<file path="config.mk">
export PLATFORM = sky130hd
export DESIGN_NAME = piso_serializer
export DESIGN_NICKNAME = d
export VERILOG_FILES = /design/src/rtl/serdes_pkg.sv /design/src/rtl/bit_counter.sv /design/src/rtl/piso_serializer.sv
export SDC_FILE = /design/constraint.sdc
export NUM_CORES = 1
export LEC_CHECK = 0
export CORE_MARGIN = 2
export CORE_UTILIZATION = 45
export CTS_BUF_LIST = sky130_fd_sc_hd__clkbuf_4 sky130_fd_sc_hd__clkbuf_8
export CTS_CLUSTER_SIZE = 28
export DETAILED_ROUTE_END_ITERATION = 6
export GPL_TIMING_DRIVEN = 0
export PLACE_DENSITY_LB_ADDON = 0.12
export SLEW_MARGIN = 20
export SYNTH_ARGS = -nofsm -noshare
export SYNTH_HDL_FRONTEND = slang
export SYNTH_SLANG_ARGS = --single-unit
</file>
<file path="constraint.sdc">
create_clock -name clk -period 1.55 [get_ports clk]
set_input_delay 0.3875 -clock clk [delete_from_list [all_inputs] [get_ports clk]]
set_output_delay 0.3875 -clock clk [all_outputs]
set_load 0.01 [all_outputs]
</file>
<file path="src/rtl/serdes_pkg.sv">
// Shared serdes types and constants.
// Used by the PISO transmitter and its bit counter.
package serdes_pkg;

    localparam logic ST_IDLE  = 1'b0;
    localparam logic ST_SHIFT = 1'b1;

    typedef enum logic {
        S_IDLE  = ST_IDLE,
        S_SHIFT = ST_SHIFT
    } state_t;

    localparam int DEF_WIDTH = 8;

    localparam bit BIT_MSB_FIRST = 1'b1;
    localparam bit BIT_LSB_FIRST = 1'b0;

endpackage

</file>
<file path="src/rtl/bit_counter.sv">
// Mod-WIDTH up counter with synchronous clear and terminal count.
// tc marks the last bit slot of a word.
module bit_counter
    import serdes_pkg::*;
#(
    parameter int WIDTH = DEF_WIDTH
) (
    input  logic                     clk,
    input  logic                     reset,
    input  logic                     clr,
    input  logic                     en,
    output logic [$clog2(WIDTH)-1:0] cnt,
    output logic                     tc
);

    localparam int CW = $clog2(WIDTH);

    assign tc = (cnt == CW'(WIDTH - 1));

    always_ff @(posedge clk or negedge reset) begin
        if (!reset) begin
            cnt <= '0;
        end else if (clr) begin
            cnt <= '0;
        end else if (en) begin
            cnt <= tc ? '0 : cnt + 1'b1;
        end
    end

endmodule

</file>
<file path="src/rtl/piso_serializer.sv">
// Parallel-in serial-out transmitter with valid/ready input.
// Back-to-back words leave no idle gap on the serial side.
module piso_serializer
    import serdes_pkg::*;
#(
    parameter int WIDTH     = DEF_WIDTH,
    parameter bit MSB_FIRST = BIT_MSB_FIRST
) (
    input  logic             clk,
    input  logic             reset,
    input  logic [WIDTH-1:0] din,
    input  logic             din_valid,
    output logic             din_ready,
    output logic             dout,
    output logic             dout_valid,
    output logic             frame_start,
    output logic             busy
);

    localparam int CW = $clog2(WIDTH);

    state_t           state;
    logic [WIDTH-1:0] shreg;
    logic [CW-1:0]    cnt;
    logic             tc;
    logic             xfer;

    function automatic logic head(input logic [WIDTH-1:0] w);
        return MSB_FIRST ? w[WIDTH-1] : w[0];
    endfunction

    function automatic logic [WIDTH-1:0] advance(input logic [WIDTH-1:0] w);
        return MSB_FIRST ? (w << 1) : (w >> 1);
    endfunction

    assign busy      = (state == S_SHIFT);
    assign din_ready = (state == S_IDLE) || (busy && tc);
    assign xfer      = din_valid && din_ready;

    bit_counter #(
        .WIDTH (WIDTH)
    ) u_cnt (
        .clk   (clk),
        .reset (reset),
        .clr   (xfer),
        .en    (busy && !tc),
        .cnt   (cnt),
        .tc    (tc)
    );

    // First bit goes straight to dout on load; shreg holds the remainder.
    always_ff @(posedge clk or negedge reset) begin
        if (!reset) begin
            state       <= S_IDLE;
            shreg       <= '0;
            dout        <= 1'b0;
            dout_valid  <= 1'b0;
            frame_start <= 1'b0;
        end else begin
            case (state)
                S_IDLE: begin
                    if (xfer) begin
                        state       <= S_SHIFT;
                        shreg       <= advance(din);
                        dout        <= head(din);
                        dout_valid  <= 1'b1;
                        frame_start <= 1'b1;
                    end else begin
                        dout        <= 1'b0;
                        dout_valid  <= 1'b0;
                        frame_start <= 1'b0;
                    end
                end
                S_SHIFT: begin
                    if (cnt != CW'(WIDTH - 1)) begin
                        shreg       <= advance(shreg);
                        dout        <= head(shreg);
                        dout_valid  <= 1'b1;
                        frame_start <= 1'b0;
                    end else if (xfer) begin
                        shreg       <= advance(din);
                        dout        <= head(din);
                        dout_valid  <= 1'b1;
                        frame_start <= 1'b1;
                    end else begin
                        state       <= S_IDLE;
                        dout        <= 1'b0;
                        dout_valid  <= 1'b0;
                        frame_start <= 1'b0;
                    end
                end
                default: begin
                    state       <= S_IDLE;
                    dout        <= 1'b0;
                    dout_valid  <= 1'b0;
                    frame_start <= 1'b0;
                end
            endcase
        end
    end

endmodule

</file>
# --- Yosys cells after proc, flatten, opt, wreduce, memory -nomap -nowiden ---
# Cells that the tools add are included.
totals:
  elab_cells: 29
  regBits: 14
op_classes:
  add_sub_neg: 1
  muxes: 14
  n_eq_ne: 2
  reduce_logical: 6
  bitwise_logic: 1
op_table:
  columns: ["op", "count"]
  rows:
  - ["8-bit two-way mux", 2]
  - ["8-bit case mux with 2 select lines", 1]
  - ["3-bit two-way mux", 3]
  - ["1-bit case mux with 2 select lines", 3]
  - ["1-bit two-way mux", 5]
  - ["3-bit by 1-bit adder with 3-bit output, second input constant", 1]
  - ["3-bit == test, second input constant", 1]
  - ["1-bit logical AND", 3]
  - ["3-bit inequality test, second input constant", 1]
  - ["2-bit nonzero test", 1]
  - ["1-bit logical NOT", 1]
  - ["1-bit logical OR", 1]
  - ["1-bit inverter", 1]

# --- Logic depth before layout (Yosys ltp) ---
# Gate-level depths: netlist of the first run.
depth:
  word_depth: 7
  depth_mapped: 6
  ltp_nobuf: 4

# --- Hierarchy ---
# From an unflattened synthesis of the first run, not the netlist that was laid out.
hier_totals:
  hier_cells: 70
  area_unflattened_um2: 713.2
by_module_without_submodules:
  columns: ["module", "cells_each", "instances", "area_each_um2", "seq_area_each_um2"]
  rows:
  - ["piso_serializer", 58, 1, 561.8, 275.3]
  - ["bit_counter", 12, 1, 151.4, 75.1]

# --- Least setup slack after synthesis of the first run ---
# OpenSTA, ideal clock, no wires.
synth_path:
  kind: "flip-flop to flip-flop"
  startpoint: "register u_cnt.cnt[0]"
  endpoint: "register shreg[2]"
  path_buffers: 2
  arrival_time_ns: 1.439
  t_required_ns: 1.422
  stages_incl_launch_ff: 7
  slack_ns: -0.016
  cell_sequence: "dfrtp_1 ha_1 ha_1 nand2b_1 buf_2 buf_6 mux2_1"
synth_between:
  elab_chain_len: 7
  word_cells_on_any_way: 8
  cone_classes: "eq/ne: 2; mux: 3; reduce/logical: 3"
synth_lines:
  columns: ["element", "line_no", "rtl"]
  rows:
  - ["from (decl)", "bit_counter.sv:12", "output logic [$clog2(WIDTH)-1:0] cnt,"]
  - ["from (signal assigned)", "bit_counter.sv:26", "cnt <= tc ? '0 : cnt + 1'b1;"]
  - ["3-bit == test *", "bit_counter.sv:18", "assign tc = (cnt == CW'(WIDTH - 1));"]
  - ["1-bit logical AND *", "piso_serializer.sv:37", "assign din_ready = (state == S_IDLE) || (busy && tc);"]
  - ["1-bit logical OR *", "piso_serializer.sv:37", null]
  - ["via din_ready", "piso_serializer.sv:13", "output logic din_ready,"]
  - ["1-bit logical AND *", "piso_serializer.sv:38", "assign xfer = din_valid && din_ready;"]
  - ["8-bit two-way mux *", null, null]
  - ["8-bit two-way mux", "piso_serializer.sv:75", "if (cnt != CW'(WIDTH - 1)) begin"]
  - ["8-bit case mux with 2 select lines *", "piso_serializer.sv:60", "case (state)"]
  - ["to (signal assigned)", "piso_serializer.sv:64", "shreg <= advance(din);"]
  - ["to (signal assigned)", "piso_serializer.sv:76", "shreg <= advance(shreg);"]
  - ["to (signal assigned)", "piso_serializer.sv:81", "shreg <= advance(din);"]
  - ["to (decl)", "piso_serializer.sv:23", "logic [WIDTH-1:0] shreg;"]
# Mark *: on every way through the listed nets, which the timed path passes. The rest lies on a longest branch.
# A chain may end at the register's enable or synchronous reset.

# --- Worst setup path after layout of the first run ---
layout_path:
  startpoint: "register u_cnt.cnt[0]"
  endpoint: "output port din_ready"
layout_between:
  elab_chain_len: 3
layout_lines:
  columns: ["element", "line_no"]
  rows:
  - ["3-bit == test", "bit_counter.sv:18"]
  - ["1-bit logical AND", "piso_serializer.sv:37"]
  - ["1-bit logical OR", "piso_serializer.sv:37"]
  - ["to (decl)", "piso_serializer.sv:13"]
# No other way between the ends.

==> out/metrics.yaml, run 1 <==
ir_drop_mv: 0.9102
grt_pass1_vias: 446
post_route_cells_drive_above_1_share: 0.4412
dieArea_sq_mm: 0.001855
grt_pass1_wl_microns: 2007
diodes: 0
post_drt_wl_per_cell_microns: 14.06
stdcell_count: 84
yosysUniqueCellTypes: 15
via_count: 411
powerDensity_mw_per_mm2: 1622
fin_nets: 82
cts-root-buf: "clkbuf_4"
fin_crit_ns: 1.681
hold_violations: 0
wl_microns: 1181
drt-vias-per-instance: 4.893
grt_start_max_net_pins: 15
cts_sinks: 14
synth_seq_cells: 14
fin_crit_sh: 1.085
cp_max_fo: 2
skew_ns: 0.003182
synthesis.area_sq_um: 686.9
cp.required_ns: 1.16
top_layer: "met4"
io_buffer_count: 15
maxSlewViolCount: 0
avgSynthCellArea_sq_um: 14.62
die_y_microns: 43.07
cp-end-kind: "output pin"
worst_pin_slew_ns: 0.6256
placementRows: 14
cp-start-kind: "flop"
post-place-cells: 78
start_util: 0.4668
clk_latency_ns: 0.28
clockBufferDepth: 2
core-area_sq_mm: 0.001471
grt_setup_unrepaired: "true"
drt_first_iter_violations: 3
drv_cap: 0
relSlewSlack: 0.5817
cts_max_level: 1
drtAntennaViolNets: 0
track_usage: 0.1600
syn_nets: 60
cts_buffers: 3
fmax_mhz: 594.9
tritoncts: "done"
dr.pass1.iters: 2
hold_path_class: "input pin to asynchronous set/reset pin"
synthCells: 47
critPathKind: "flop to output pin"
antenna_found_initial: 0
die_w_microns: 43.07
status: "finished, violations left"
area_growth_syn_to_layout_pct: 35.52
final_util: 0.6327
p_leak_uw: 0.0004641
path_clk_slew_ns: 0.08
final_cell_mix: "dfrtp_1 (14), mux2_2 (9), clkdlybuf4s50_1 (9), mux2_4 (6), buf_4 (6)"
setup_violations: 2
met1_length_microns: 490
yosysWarnings: 0
worst_slack_ns: -0.1311
wl_met3_microns: 85
drc: 0
overflow: 0
io_pins: 16
crit_arrival_ns: 1.29
place_congestion: 0.6380
final_common_cell: "dfrtp_1"
wl_met2_microns: 593
violations: "setup timing"
seq_area_frac_synth: 0.5100
ctsHoldBuffers: 0
worst max-delay path, stage by stage (launching register included):
cell,delay (ns)
dfrtp_1,0.40
ha_2,0.21
ha_4,0.15
nand2b_4,0.14
buf_6,0.12
state kept, by name, indices dropped and copies added (netlist names):
name / cells
dout: 1
shreg: 8
u_cnt.cnt: 3
frame_start: 1
busy: 1
cell type report:
cell class	instances	area (sq um)
Multi-Input combinational cell	28	320.3
Sequential cell	14	350.3
Fill cell	120	540.5
Clock buffer	4	36.28
Tap cell	16	20.02
Timing Repair Buffer	19	181.4
Buffer	2	18.77
Inverter	1	3.754
logic make-up (layout without fill, tap and decap cells):
group / Yosys count / count (layout) / share of synthesized area
multiplexers: 18 / 18 / 0.3242
flip-flops: 14 / 14 / 0.5100
AND/OR/NAND/NOR: 8 / 8 / 0.07286
buffers and inverters: 5 / 26 / 0.05646
adder cells (fa/ha/maj): 2 / 2 / 0.03642
power by group:
part	internal (uW)	leakage (uW)	total, uW	switching, uW
Sequential	501	0.000179	566	64.9
Clock	143	0.0000210	259	116
Combinational	439	0.000264	685	246
stage by stage:
| stage | power, uW | TNS [ns] | hold WS [ns] | setup WS, ns | area, sq um |
|---|---|---|---|---|---|
| after floorplan | 1048 | 0 | 0.09191 | 0.01795 | 699.4 |
| after global placement | 1233 | -2.478 | 0.4671 | -0.4658 | 869.6 |
| after detailed placement | 1245 | -2.619 | 0.4822 | -0.4590 | 869.6 |
| after CTS | 1537 | -0.4158 | 0.5070 | -0.1966 | 927.1 |
| after global routing | 1622 | -0.4624 | 0.5172 | -0.1916 | 930.9 |
| final | 1510 | -0.1358 | 0.4917 | -0.1311 | 930.9 |
path summary, 6_finish.rpt:
check	start	end	slack [ns]	depth (start not counted)
worst max register to register	u_cnt.cnt[0]	shreg[2]	0	5
worst min-delay path	reset	shreg[4]	0.49	1
min in group clk	shreg[1]	shreg[2]	0.50	1
max in group asynchronous	reset	shreg[0]	0.65	1
worst max-delay path	u_cnt.cnt[0]	din_ready	-0.13	4
worst min register to register	shreg[1]	shreg[2]	0.50	1
synthesized netlist by cell type, drive strengths merged:
master   n  area [sq um]
buf      4         35.03
dfrtp   14         350.3
inv      1         3.750
nand2b   3         18.77
and3b    1         8.760
ha       2         25.02
nand2    1         3.750
mux2    16         202.7
nor2b    2         12.51
and2     1         6.260
mux2i    2         20.02
metal layers:
layer | vias up | GRT usage
li1 | 201 | -
met1 | 197 | 0.1753
met2 | 11 | 0.2667
met3 | 2 | 0.08085
met4 | 0 | 0.05455
met5 | - | 0
repair_timing:
item,CTS,global route
endpoints found under the setup margin,7,12
resized for setup,11,3
pin swaps,1,2
buffers inserted,4,0
No activity file was read; power rests on OpenSTA's default activity.
==> run 2, diff against run 1 <==
--- a/config.mk
+++ b/config.mk
@@ -6,12 +6,12 @@
 export NUM_CORES = 1
 export LEC_CHECK = 0
 export CORE_MARGIN = 2
-export CORE_UTILIZATION = 45
+export CORE_UTILIZATION = 50
 export CTS_BUF_LIST = sky130_fd_sc_hd__clkbuf_4 sky130_fd_sc_hd__clkbuf_8
 export CTS_CLUSTER_SIZE = 28
 export DETAILED_ROUTE_END_ITERATION = 6
 export GPL_TIMING_DRIVEN = 0
-export PLACE_DENSITY_LB_ADDON = 0.12
+export PLACE_DENSITY = 0.83
 export SLEW_MARGIN = 20
 export SYNTH_ARGS = -nofsm -noshare
 export SYNTH_HDL_FRONTEND = slang
==> constraint.sdc (replaced) <==
create_clock -name clk -period 1.6 [get_ports clk]
set_input_delay 0.4 -clock clk [delete_from_list [all_inputs] [get_ports clk]]
set_output_delay 0.4 -clock clk [all_outputs]
set_load 0.01 [all_outputs]
==> run 2 against run 1 <==
  * The flow still finishes with violations (setup timing)
  * Clock power down 26%
  * Sequential share of layout area up 0.51 points
  * Setup slack improved by 0.033 ns
  * Design area down 1.3%
  * Cell count is 2.4% lower
  * Critical path type unchanged
  * Critical endpoint unchanged
  * Largest power group unchanged
==> out/metrics.yaml, run 2 (same netlist as run 1, synthesis figures left out) <==
post-place-cells: 77
hold_violations: 0
top_register: "shreg"
fillers: 85
cp_cell_sequence: "ha_2 > ha_4 > nand2b_4 > buf_6"
relSlewSlack: 0.5949
cp.required_ns: 1.20
cts_max_level: 1
hold_depth: 1
skew_ns: 0.003789
violations: "setup timing"
wl_microns: 1175
critPathKind: "flop to output pin"
crit_start: "u_cnt.cnt[0]"
setup_violations: 1
grt_start_max_net_pins: 15
cp_max_fo: 2
clockBufferDepth: 2
ff2ff_path_depth: 5
rr_startpoint: "u_cnt.cnt[0]"
worst_pin_slew_ns: 0.6057
diodes: 0
reg_top3: "shreg (8), u_cnt.cnt (3)"
placementRows: 13
via_count: 418
overflow: 0
cts-root-buf: "clkbuf_4"
io_buffer_count: 15
grt_pass1_vias: 402
drt-vias-per-instance: 5.098
cp-start-kind: "flop"
core-area_sq_mm: 0.001285
seq_area_sq_um: 350.3
dr.pass1.iters: 3
drc: 0
fmax_mhz: 589.0
place_congestion: 0.6730
met3_usage: 0.09783
rr_endpoint: "shreg[7]"
antenna_found_initial: 0
clk_latency_ns: 0.28
die_y_microns: 41.07
grt_busiest_layer: "met2"
grt_setup_unrepaired: "true"
tritoncts: "done"
crit_end: "din_ready"
cp-end-kind: "output pin"
maxSlewViolCount: 0
fin_crit_sh: 1.061
met2_usage: 0.2852
path_clk_slew_ns: 0.08
die_w_microns: 41.07
post_route_cells_drive_above_1_share: 0.4179
dieArea_sq_mm: 0.001686
area_growth_syn_to_layout_pct: 33.70
drv_cap: 0
fin_nets: 82
use_met1: 0.2014
hold_path_class: "flop to flop"
cp.depth: 4
start_util: 0.5346
drt_first_iter_violations: 4
reg2reg_slack_ns: 0.05
largest_reg_flops: 8
stdcell_count: 82
ctsHoldBuffers: 0
p_leak_uw: 0.0004497
ir_drop_mv: 0.8334
io_pins: 16
pre_cts_ws_ns: -0.5018
cpPeakStageDelay_ns: 0.40
final_cell_mix: "dfrtp_1 (14), clkdlybuf4s50_1 (10), mux2_2 (9), mux2_4 (6), buf_4 (5)"
multi_input_area_sq_um: 320.3
post_drt_wl_per_cell_microns: 14.33
cp.buffers_inverters: 1
status: "finished, violations left"
dp_hpwl_microns: 792.7
final_common_cell: "dfrtp_1"
cts_buffers: 3
track_usage: 0.1813
crit_family: "flip-flops"
fin_crit_ns: 1.698
drtAntennaViolNets: 0
crit_arrival_ns: 1.30
powerDensity_mw_per_mm2: 1554
cp_slowest_cell: "dfrtp_1"
worst_slack_ns: -0.09777
cts_sinks: 14
grt_pass1_wl_microns: 1807
==> run 2: cell count changes in the layout (fill, tap and decap cells not counted) <==
cell and change:
clkbuf_8 -1, clkdlybuf4s50_1 +1, buf_4 -1
==> run 2: how the worst min path moves through the flow <==
stage / slack (ns) / start / to
2_1_floorplan: 0.10 / reset / busy
3_3_place_gp: 0.47 / u_cnt.cnt[0] / u_cnt.cnt[0]
3_5_place_dp: 0.48 / shreg[1] / shreg[2]
4_1_cts: 0.50 / shreg[1] / shreg[2]
5_1_grt: 0.53 / shreg[2] / shreg[3]
6_report: 0.49 / shreg[1] / shreg[2]
==> run 2: report_power, final <==
| part | switching (uW) | internal, uW | leakage (uW) |
|---|---|---|---|
| clock | 105 | 87.2 | 0.0000138 |
| sequential | 67.6 | 486 | 0.000179 |
| combinational | 247 | 434 | 0.000257 |
| total | 420 | 1010 | 0.000450 |
==> run 2: area by class of cell <==
cell class              count  share of cell area
plain buffers               2             0.02044
multi-input cells          28              0.3488
flip-flops and latches     14              0.3815
inverters                   1            0.004087
well taps                  15             0.02044
clock buffers               3             0.02452
repair buffers             19              0.2003
==> run 2: through the flow <==
stage / utilization / cell area (sq um) / TNS (ns) / total power (uW) / hold WS (ns)
final: 0.7147 / 918.4 / -0.09777 / 1427 / 0.4890
after global routing: 0.7147 / 918.4 / -0.1426 / 1541 / 0.5262
after CTS: 0.7137 / 917.1 / -0.1641 / 1453 / 0.4961
after detailed placement: 0.6660 / 855.8 / -2.003 / 1187 / 0.4781
after global placement: 0.6660 / 855.8 / -1.993 / 1152 / 0.4698
after floorplan: - / 686.9 / 0 / 980.8 / 0.1044
==> run 2: per-layer routing <==
metal  part of all wire  up-vias  routed length, microns
met2               0.47       17                     550
met4              0.033        0                      39
met3              0.083        4                      97
li1                   -      197                       -
met5                  0        -                       0
met1               0.41      200                     487
==> run 2: timing repair <==
item	CTS	global route
resized for setup	13	2
setup buffers	3	2
setup endpoints to repair	7	11
pin swaps	1	2
